File: src/rtl/apu_wave_channel.sv
`default_nettype none
// ============================================================================
// Module   : apu_wave_channel
// Purpose  : Timer-driven triangle/sawtooth voice gated by linear and length
//            counters, with optional ultrasonic-period mute.
// Revision : 1.0 - initial release
// ============================================================================
module apu_wave_channel #(
  parameter logic [4:0] BASE_ADDR  = 5'h08,
  parameter int         TIMER_W    = 11,
  parameter int         SEQ_W      = 5,
  parameter int         OUT_W      = 4,
  parameter int         LIN_W      = 7,
  parameter bit         ULTRA_MUTE = 1'b1
) (
  input  logic             sysclk,
  input  logic             reset,
  input  logic             cpu_clock,
  input  logic             apu_cs,
  input  logic [4:0]       ioreg_addr,
  input  logic [7:0]       ioreg_datain,
  input  logic             ioreg_wr,
  input  logic             en_channel,
  input  logic             frame_l,
  input  logic             frame_e,
  output logic             lcounter_status,
  output logic [OUT_W-1:0] wave_out
);

  localparam logic [4:0] ADDR_R0 = BASE_ADDR;
  localparam logic [4:0] ADDR_R1 = BASE_ADDR + 5'd1;
  localparam logic [4:0] ADDR_R2 = BASE_ADDR + 5'd2;
  localparam logic [4:0] ADDR_R3 = BASE_ADDR + 5'd3;

  logic               ctrl_q, ctrl_d;
  logic [LIN_W-1:0]   lin_rld_q, lin_rld_d;
  logic               mode_q, mode_d;
  logic [7:0]         r2_q, r2_d;
  logic [7:0]         r3_q, r3_d;
  logic               load_pend_q, load_pend_d;
  logic [TIMER_W-1:0] period_q, period_d;
  logic [TIMER_W-1:0] timer_q, timer_d;
  logic [7:0]         len_q, len_d;
  logic [LIN_W-1:0]   lin_q, lin_d;
  logic               rflag_q, rflag_d;
  logic [SEQ_W-1:0]   seq_q, seq_d;

  logic               wr_stb;
  logic [TIMER_W-1:0] period_new;
  logic               step;
  logic               seq_run;
  logic               rflag_eff;
  logic [OUT_W-1:0]   tri_val;
  logic [OUT_W-1:0]   saw_val;

  function automatic logic [7:0] len_lut(input logic [4:0] idx);
    case (idx)
      5'd0:  len_lut = 8'd10;   5'd1:  len_lut = 8'd254;
      5'd2:  len_lut = 8'd20;   5'd3:  len_lut = 8'd2;
      5'd4:  len_lut = 8'd40;   5'd5:  len_lut = 8'd4;
      5'd6:  len_lut = 8'd80;   5'd7:  len_lut = 8'd6;
      5'd8:  len_lut = 8'd160;  5'd9:  len_lut = 8'd8;
      5'd10: len_lut = 8'd60;   5'd11: len_lut = 8'd10;
      5'd12: len_lut = 8'd14;   5'd13: len_lut = 8'd12;
      5'd14: len_lut = 8'd26;   5'd15: len_lut = 8'd14;
      5'd16: len_lut = 8'd12;   5'd17: len_lut = 8'd16;
      5'd18: len_lut = 8'd24;   5'd19: len_lut = 8'd18;
      5'd20: len_lut = 8'd48;   5'd21: len_lut = 8'd20;
      5'd22: len_lut = 8'd96;   5'd23: len_lut = 8'd22;
      5'd24: len_lut = 8'd192;  5'd25: len_lut = 8'd24;
      5'd26: len_lut = 8'd72;   5'd27: len_lut = 8'd26;
      5'd28: len_lut = 8'd16;   5'd29: len_lut = 8'd28;
      5'd30: len_lut = 8'd32;   default: len_lut = 8'd30;
    endcase
  endfunction

  generate
    if (TIMER_W > 8) begin : g_period_hi
      assign period_new = {r3_q[TIMER_W-9:0], r2_q};
    end else begin : g_period_lo
      assign period_new = r2_q;
    end
  endgenerate

  assign wr_stb    = apu_cs & ioreg_wr & cpu_clock;
  assign step      = cpu_clock & ~load_pend_q & (timer_q == '0);
  assign seq_run   = (len_q != 8'd0) & (lin_q != '0) &
                     ~(ULTRA_MUTE & (period_q < TIMER_W'(2)));
  // A pending R3 load counts as a set reload flag for a coincident linear tick.
  assign rflag_eff = rflag_q | load_pend_q;

  always_comb begin
    ctrl_d      = ctrl_q;
    lin_rld_d   = lin_rld_q;
    mode_d      = mode_q;
    r2_d        = r2_q;
    r3_d        = r3_q;
    load_pend_d = 1'b0;
    period_d    = period_q;
    timer_d     = timer_q;
    len_d       = len_q;
    lin_d       = lin_q;
    rflag_d     = rflag_eff;
    seq_d       = seq_q;

    if (wr_stb) begin
      if (ioreg_addr == ADDR_R0) begin
        ctrl_d    = ioreg_datain[7];
        lin_rld_d = ioreg_datain[LIN_W-1:0];
      end
      if (ioreg_addr == ADDR_R1) mode_d = ioreg_datain[0];
      if (ioreg_addr == ADDR_R2) r2_d = ioreg_datain;
      if (ioreg_addr == ADDR_R3) begin
        r3_d        = ioreg_datain;
        load_pend_d = 1'b1;
      end
    end

    if (load_pend_q) begin
      period_d = period_new;
      timer_d  = period_new;
    end else if (cpu_clock) begin
      timer_d = (timer_q == '0) ? period_q : timer_q - TIMER_W'(1);
    end

    if (!en_channel) begin
      len_d = 8'd0;
    end else if (load_pend_q) begin
      len_d = len_lut(r3_q[7:3]);
    end else if (frame_l && (len_q != 8'd0) && !ctrl_q) begin
      len_d = len_q - 8'd1;
    end

    if (frame_e) begin
      if (rflag_eff) begin
        lin_d = lin_rld_q;
      end else if (lin_q != '0) begin
        lin_d = lin_q - LIN_W'(1);
      end
      if (!ctrl_q) rflag_d = 1'b0;
    end

    if (step && seq_run) seq_d = seq_q + SEQ_W'(1);
  end

  always_ff @(posedge sysclk or negedge reset) begin
    if (!reset) begin
      ctrl_q      <= 1'b0;
      lin_rld_q   <= '0;
      mode_q      <= 1'b0;
      r2_q        <= 8'd0;
      r3_q        <= 8'd0;
      load_pend_q <= 1'b0;
      period_q    <= '0;
      timer_q     <= '0;
      len_q       <= 8'd0;
      lin_q       <= '0;
      rflag_q     <= 1'b0;
      seq_q       <= '0;
    end else begin
      ctrl_q      <= ctrl_d;
      lin_rld_q   <= lin_rld_d;
      mode_q      <= mode_d;
      r2_q        <= r2_d;
      r3_q        <= r3_d;
      load_pend_q <= load_pend_d;
      period_q    <= period_d;
      timer_q     <= timer_d;
      len_q       <= len_d;
      lin_q       <= lin_d;
      rflag_q     <= rflag_d;
      seq_q       <= seq_d;
    end
  end

  // Triangle folds the upper half upward: 15..0 then 0..15.
  assign tri_val         = seq_q[SEQ_W-1] ? seq_q[OUT_W-1:0] : ~seq_q[OUT_W-1:0];
  assign saw_val         = seq_q[SEQ_W-1:1];
  assign wave_out        = en_channel ? (mode_q ? saw_val : tri_val) : '0;
  assign lcounter_status = (len_q != 8'd0);

endmodule
`default_nettype wire

File: config.mk
export PLATFORM = sky130hd
export DESIGN_NAME = apu_wave_channel
export DESIGN_NICKNAME = d
export VERILOG_FILES = /design/src/rtl/apu_wave_channel.sv
export SDC_FILE = /design/constraint.sdc
export NUM_CORES = 1
export LEC_CHECK = 0
export BUFFER_PORTS_ARGS = -buffer_cell sky130_fd_sc_hd__buf_2
export CAP_MARGIN = 20
export CORE_UTILIZATION = 66
export CTS_CLUSTER_DIAMETER = 120
export DETAILED_ROUTE_END_ITERATION = 8
export GPL_TIMING_DRIVEN = 0
export PLACE_DENSITY = 0.86
export SKIP_LAST_GASP = 1
export SLEW_MARGIN = 30
export SYNTH_ARGS = -nofsm -noshare
export SYNTH_HDL_FRONTEND = slang
export SYNTH_SLANG_ARGS = --single-unit
File: constraint.sdc
create_clock -name sysclk -period 4.7 [get_ports sysclk]
set_input_delay 0.47 -clock sysclk [delete_from_list [all_inputs] [get_ports sysclk]]
set_output_delay 0.47 -clock sysclk [all_outputs]
set_load 0.02 [all_outputs]
==> results of run 1 <==
## through the flow
stage / total power, W / hold slack, ns / setup slack [ns] / instances / instance area [µm²]
finish: 0.00222 / 0.379 / 2.17 / 513 / 4480
global route: 0.00234 / 0.381 / 2.09 / 513 / 4480
CTS: 0.00220 / 0.00587 / 2.18 / 512 / 4470
detailed placement: 0.00168 / 0.378 / 2.26 / 496 / 4260
global placement: 0.00163 / 0.476 / 2.27 / 495 / 4230
floorplan: 0.00146 / 0.174 / 2.42 / 397 / 4020
## cells by family after synthesis
family	synth area share [%]
muxes	11.1
xor gates and xnor gates	2.39
adders and majority gates	4.04
and+or+nand+nor	17.8
DFF	42.9
AOI/OAI and AO/OA	17.9
buffers and inverters	3.76
## state kept, by name, summed over array words and instances (netlist names)
register and flops:
r3_q 8, r2_q 8, len_q 8, period_q 11, ctrl_q 1, lin_rld_q 7
lin_q 7, rflag_q 1, seq_q 5, timer_q 11, load_pend_q 1, mode_q 1
## layout by cell type (no fill, tap or decap), drive strengths merged, types with 5 or more instances in the layout
cell type and n:
a211oi 5, a21oi 16, a22oi 9, buf 27, clkbuf 26, dfrtp 69
ha 13, inv 21, mux2 35, mux2i 5, nand2 17, nand2b 6
nand3 7, nand4 5, nor2 28, nor3 9, nor4 8, o21ai 21
o22ai 7, o31ai 5, xor2 7
## Yosys cell counts, types with 3 or more instances
cell type  number
mux2_1         29
or3_1           3
a21oi_1        16
a2bb2oi_1       3
or3b_1          3
nand4_1         5
nand2_1        17
o211ai_1        3
o21ai_0         6
nand3_1         7
nor2b_1         3
o2111ai_1       4
clkbuf_1       15
mux2i_1         5
xnor2_1         4
a31oi_1         4
a211oi_1        5
or2_1           3
mux2_2          5
a22oi_1         9
nor4_1          5
and3_1          3
o21ai_1        15
and2_1          3
xor2_1          7
o21a_1          4
dfrtp_1        69
inv_1          19
nand2b_1        6
a21o_1          4
ha_1           13
o31ai_1         5
nor3_1          9
nor2_1         28
o22ai_1         7
## area by class of cell
cell class / count / area (µm²)
Buffer: 18 / 72.6
Clock buffer: 11 / 151
Clock inverter: 5 / 58.8
Fill cell: 400 / 1400
Inverter: 21 / 78.8
Multi-Input combinational cell: 289 / 2150
Sequential cell: 69 / 1730
Tap cell: 75 / 93.8
Timing Repair Buffer: 25 / 155
## routing by layer
metal	track usage [%]	vias to the layer above
met4	14.5	0
li1	-	1557
met1	45.3	1694
met5	0	-
met3	6.14	26
met2	53.5	166
## report_power, final
part,switching [W],internal [W],total [W]
sequential,0.000170,0.000715,0.000885
clock,0.000235,0.000274,0.000509
combinational,0.000467,0.000361,0.000827
## worst paths after layout
kind | start | end | depth (start not counted)
min in group asynchronous | reset | period_q[0]$_DFFE_PN0P_ | 2
setup reg to reg | timer_q[0]$_DFFE_PN0P_ | seq_q[1]$_DFFE_PN0P_ | 7
hold reg to reg | r2_q[0]$_DFFE_PN0P_ | r2_q[0]$_DFFE_PN0P_ | 1
hold / removal | ioreg_datain[4] | r2_q[4]$_DFFE_PN0P_ | 2
setup / recovery | timer_q[0]$_DFFE_PN0P_ | seq_q[1]$_DFFE_PN0P_ | 7
max in group asynchronous | reset | lin_rld_q[6]$_DFFE_PN0P_ | 3
==> impl_results.md, run 1 <==
- Dominant delay contributor by cell family on the critical path: simple AND/OR/NAND/NOR gates
- Max-slew violation count: 0
- Fraction of the yosys area taken by sequential cells: 42.9%
- Reg2Reg Setup Slack: 2.17 ns
- Critical path, cell by cell: inv_1, ha_1, or4b_1, buf_2, a21o_1, or4_4, mux2_4
- Layout cells sized above 1: 13.5%
- Clock buffers created by TritonCTS: 9
- Number of antenna violations at the first check in global routing: 0
- Vertical die dimension: 80.1 µm
- Final min period: 2.53 ns
- Delay of the slowest critical-path stage: 0.45 ns
- # IOs: 26
- Number of buffers added on ports: 23
- Total congestion overflow after global routing: 0
- Die outline width: 80.1 µm
- Largest clock skew in the final design: 0.0148 ns
- Library cell occupying the most area in the post-synthesis netlist: dfrtp_1
- Weighted congestion at the end of routability-driven global placement: 0.875
- Number of antenna-violating nets in the routed design: 0
- Period utilization: 53.9%
- Highest fanout seen on the critical path: 4
- Number of enable-type register cells in the synthesized netlist: 0
- Number of global-route vias before repair: 3250
- Pin slew with the least headroom to its limit: 0.839 ns
- Max Freq: 395 MHz
- Power density over cell area: 495 nW/µm²
- Async S/R FF share, synth: 100%
- Post-synth top flop: dfrtp_1
- Max-capacitance violation count: 0
- Worst-skew pair later-pin latency: 0.36 ns
- Wire length the detailed router placed on met1: 4290 µm
- Number of DRC violations after detailed routing: 0
- Master cell of the clock root buffer: clkbuf_8
- Crit Path Category: reg -> reg
- End-of-flow core utilization: 76.2%
- Arrival time of the worst setup path: 2.77 ns
- Total Nets Final: 467
- Top routing layer in use: met4
- FF+latch count, synth: 69
- Routed wire length: 10000 µm
- Die Area: 6410 µm²
- Number of inserted diodes: 0
- Ys Warns: 0
- Setup repair after global routing missed its margin: false
- Detailed-routed wire length on met2: 4840 µm
- Std cell rows: 28
- Vias: 3443
- Wire length of the first global-routing pass: 16100 µm
- Max clock buf depth: 2
- Hold violation count in the final report: 0
- Clock tree from TritonCTS: yes
- Final sum of negative setup slack: 0 ns
- Hold bufs inserted after CTS: 0
- Count of buffering cells on the critical path with inverters included: 2
- Number of instances in the synthesized netlist: 397
- Clock-pin slew on the worst setup and hold paths: 0.08 ns
- Max H-tree Level: 3
- Ranking of synthesized cells by area: dfrtp_1 43%, mux2_1 8.1%, ha_1 4.0%
- Number of violations reported at the end of detailed-routing iteration 0: 363
- Initial standard-cell utilization of the core: 68.4%
- Number of vias per cell after detailed routing: 6.71
- Cell variety after synth: 72
- Total of cells resized after clock tree synthesis: 0
- Summed instance area of the synthesized netlist: 4020 µm²
- Routed length per placed instance: 19.5 µm
- First-pass iteration count of the detailed router: 6
- Portion of synthesized cell area occupied by the leading cell type: 42.9%
- Finish-stage setup viols: 0
- Synthesis-to-finish area growth: 11.4%
- Result of the run: finished, final reports clean
- Largest net degree at the start of global routing: 52
- Final HPWL DP: 7000 µm
- Startpoint type of the worst setup path: register
- Required time of the critical path: 4.94 ns
- CP Capture Type: register
- Worst slew slack as a fraction of its limit: 44.1%
- Synthesized area per cell: 10.1 µm²
- Core area: 5890 µm²
- Net count of the mapped netlist: 431
- Critical-path cell with the highest stage delay: or4_4
- Total track usage: 33.7%
- Min-Delay Path Class: in -> reg
- Detailed route wirelength on metal3: 612 µm
- Post-CTS Setup Repair Bufs: 0
- Largest voltage drop on the vdd net: 0.345 mV
- Leakage component of the power: 2.10 nW
- CTS Sinks: 69
(Power assumes the default switching activity.)
==> inputs of run 2 (changes only) <==
--- a/config.mk
+++ b/config.mk
@@ -5,13 +5,14 @@
 export SDC_FILE = /design/constraint.sdc
 export NUM_CORES = 1
 export LEC_CHECK = 0
+export ABC_AREA = 1
 export BUFFER_PORTS_ARGS = -buffer_cell sky130_fd_sc_hd__buf_2
 export CAP_MARGIN = 20
-export CORE_UTILIZATION = 66
+export CORE_UTILIZATION = 55
 export CTS_CLUSTER_DIAMETER = 120
 export DETAILED_ROUTE_END_ITERATION = 8
 export GPL_TIMING_DRIVEN = 0
-export PLACE_DENSITY = 0.86
+export PLACE_DENSITY = 0.76
 export SKIP_LAST_GASP = 1
 export SLEW_MARGIN = 30
 export SYNTH_ARGS = -nofsm -noshare
==> constraint.sdc (replaced) <==
create_clock -name sysclk -period 2.2 [get_ports sysclk]
set_input_delay 0.22 -clock sysclk [delete_from_list [all_inputs] [get_ports sysclk]]
set_output_delay 0.22 -clock sysclk [all_outputs]
set_load 0.02 [all_outputs]
==> impl_results.md, run 2 <==
- Result of the run: finished, final reports clean
- Clock buffers created by TritonCTS: 9 (unchanged)
- Placed instance count: 678 (+37%)
- Number of antenna violations at the first check in global routing: 0 (unchanged)
- Number of enable-type register cells in the synthesized netlist: 0 (unchanged)
- Number of DRC violations after detailed routing: 0 (unchanged)
- Master cell of the clock root buffer: clkbuf_8
- Max H-tree Level: 3 (unchanged)
- Vertical die dimension: 88.8 µm (+11%)
- CTS Sinks: 69 (unchanged)
- Max clock buf depth: 2 (unchanged)
- Weighted congestion at the end of routability-driven global placement: 0.868 (-0.85%)
- Summed instance area of the synthesized netlist: 4140 µm² (+3.0%)
- Number of buffers added on ports: 25 (+8.7%)
- Number of instances in the synthesized netlist: 553 (+39%)
- Power, Total: 0.00452 W (+100%)
- Max Freq: 577 MHz (+46%)
- Die outline width: 88.8 µm (+11%)
- Reg-to-reg startpoint: timer_q[0]$_DFFE_PN0P_
- Fraction of the yosys area taken by sequential cells: 41.7% (-1.2 points)
- CP Capture Type: register
- Initial standard-cell utilization of the core: 57.1% (-11 points)
- Final sum of negative setup slack: 0 ns (unchanged)
- Count leader, synth: nand2_1
- Routed length per placed instance: 13.9 µm (-29%)
- Min-delay src: ioreg_datain[0]
- Largest registers: period_q x11, timer_q x11
- Clock tree from TritonCTS: yes
- Ys Warns: 0 (unchanged)
- Worst Hold Path EP: mode_q$_DFFE_PN0P_
- First-pass iteration count of the detailed router: 5 (-1)
- Reg2Reg Setup Slack: 0.47 ns (-1.70 ns)
- Setup repair after global routing missed its margin: false
- Total congestion overflow after global routing: 0 (unchanged)
- Net count of the mapped netlist: 587 (+36%)
- Placed Area: 4410 µm² (+3.6%)
- Arrival time of the worst setup path: 1.98 ns (-0.79 ns)
- Post-synth top flop: dfrtp_1
- Period utilization: 78.8% (+25 points)
- Leading cell types by count after synthesis: 147 x nand2_1, 69 x dfrtp_1, 66 x inv_1
- Hold violation count in the final report: 0 (unchanged)
- Final HPWL DP: 7210 µm (+3.0%)
- Max-slew violation count: 0 (unchanged)
- Total of cells resized after clock tree synthesis: 0 (unchanged)
- Critical path, cell by cell: inv_1, ha_1, inv_1, nor3_4, nand3_4, nor2_4, nand2_2, nand2_1, nand2_1
- Number of violations reported at the end of detailed-routing iteration 0: 430 (+18%)
- Leakage component of the power: 2.43 nW (+16%)
- Power density over cell area: 976 nW/µm² (+97%)
- Clock-pin slew on the worst setup and hold paths: 0.08 ns (about the same)
- Crit Path Category: reg -> reg
- Die Area: 7880 µm² (+23%)
- Synthesis-to-finish area growth: 11.8%
- Leading cell type in the layout, fill and taps excluded: nand2_1
- Final standard cell area without fillers: 4630 µm² (+3.3%)
- End of the worst register-to-register path: seq_q[0]$_DFFE_PN0P_
- Max-capacitance violation count: 0 (unchanged)
- Async S/R FF share, synth: 100% (unchanged)
- Total track usage: 26.8% (-6.9 points)
- Worst-skew pair later-pin latency: 0.35 ns (about the same)
- Highest fanout seen on the critical path: 6 (+2)
- R2R cell count: 9 (+2)
- Largest clock skew in the final design: 0.0101 ns (-0.00461 ns)
- Routed wire length: 9660 µm (-3.4%)
- Final min period: 1.73 ns (-0.800 ns)
- FF+latch count, synth: 69 (unchanged)
- Layout cells sized above 1: 13.8% (+0.29 points)
- Largest net degree at the start of global routing: 44 (-15%)
- Total of fill cells in the finished design: 657 (+64%)
- Number of antenna-violating nets in the routed design: 0 (unchanged)
- Min-Delay Path Class: in -> reg
- Final standard cell count with taps included and fillers excluded: 695 (+35%)
- Std cell rows: 31 (+11%)
- Highest-count cells in the layout ignoring fill and taps: 147 x nand2_1, 69 x dfrtp_1, 66 x inv_1, 56 x nand3_1, 50 x o21ai_0
- Synthesized area per cell: 7.49 µm² (-26%)
- Number of cells on the worst hold path: 3 (+1)
- Critical-path cell with the highest stage delay: dfrtp_1
- Ranking of synthesized cells by area: dfrtp_1 42%, nand2_1 13%, nand3_1 6.8%
- Cell variety after synth: 33 (-54%)
- Vias: 3770 (+9.5%)
- Startpoint type of the worst setup path: register
- Wire length of the first global-routing pass: 16000 µm (-0.77%)
- Finish-stage setup viols: 0 (unchanged)
- Crit path from: timer_q[0]$_DFFE_PN0P_
- Library cell occupying the most area in the post-synthesis netlist: dfrtp_1
- Delay of the slowest critical-path stage: 0.38 ns (-0.07 ns)
- Worst slew slack as a fraction of its limit: 65.5% (+21 points)
- Total Nets Final: 625 (+34%)
- Core area: 7250 µm² (+23%)
- Number of vias per cell after detailed routing: 5.42 (-19%)
- # IOs: 26 (unchanged)
- Pin slew with the least headroom to its limit: 0.518 ns (-0.320 ns)
- Required time of the critical path: 2.44 ns (-2.50 ns)
- Largest voltage drop on the vdd net: 0.520 mV (+51%)
- Portion of synthesized cell area occupied by the leading cell type: 41.7% (-1.2 points)
- Number of inserted diodes: 0 (unchanged)
- Number of global-route vias before repair: 3429 (+5.5%)
-- run 2: cell families after synthesis --
family / after synthesis / synth area share, %
simple gates: 286 / 31.1
buf+inv: 84 / 8.49
compound gates: 90 / 12.5
flops: 69 / 41.7
fa+ha+maj: 13 / 3.93
xor+xnor: 11 / 2.33
-- run 2: critical path, delay by kind of cell, from the launching register on --
kind                     cells  cell delay, ns
buffers and inverters        2            0.23
adder cells (fa/ha/maj)      1            0.18
flip-flops                   1            0.38
AND/OR/NAND/NOR              6            0.82
-- run 2: worst max path at each step --
stage	end
2_1_floorplan	timer_q[10]$_DFFE_PN0P_
3_3_place_gp	timer_q[10]$_DFFE_PN0P_
3_5_place_dp	seq_q[2]$_DFFE_PN0P_
4_1_cts	seq_q[2]$_DFFE_PN0P_
5_1_grt	seq_q[1]$_DFFE_PN0P_
6_report	seq_q[0]$_DFFE_PN0P_
-- run 2: cell type report --
class	instances	area, µm²	area share (%)
plain buffers	16	96.3	2.08
repair buffers	27	158	3.40
well taps	99	124	2.67
flip-flops and latches	69	1730	37.3
inverters	68	255	5.51
clock buffers	9	124	2.67
multi-input cells	400	2060	44.6
clock inverters	7	82.6	1.78
-- run 2: what timing repair did --
item	4_1_cts	5_1_grt
hold buffers	1	0
endpoints found under the hold margin	26	0
buffers inserted	0	0
-- run 2: stage by stage --
stage	setup WS, ns	util (%)	hold slack (ns)
floorplan	0.725	-	-0.0756
global placement	0.537	60.5	0.450
detailed placement	0.498	60.9	0.172
CTS	0.488	63.8	0.136
global route	0.324	63.8	0.128
finish	0.467	63.8	0.136
-- run 2: power breakdown --
group | internal [W] | switching, W
sequential | 0.00151 | 0.000244
combinational | 0.000630 | 0.00105
clock | 0.000541 | 0.000552
total | 0.00268 | 0.00184
-- run 2: routing by layer --
layer / vias up / wire, µm / track usage [%]
met1: 1762 / 4560 / 37.1
met3: 17 / 418 / 5.22
li1: 1869 / - / -
met2: 122 / 4510 / 42.9
met5: - / 0 / 0
met4: 0 / 175 / 7.92
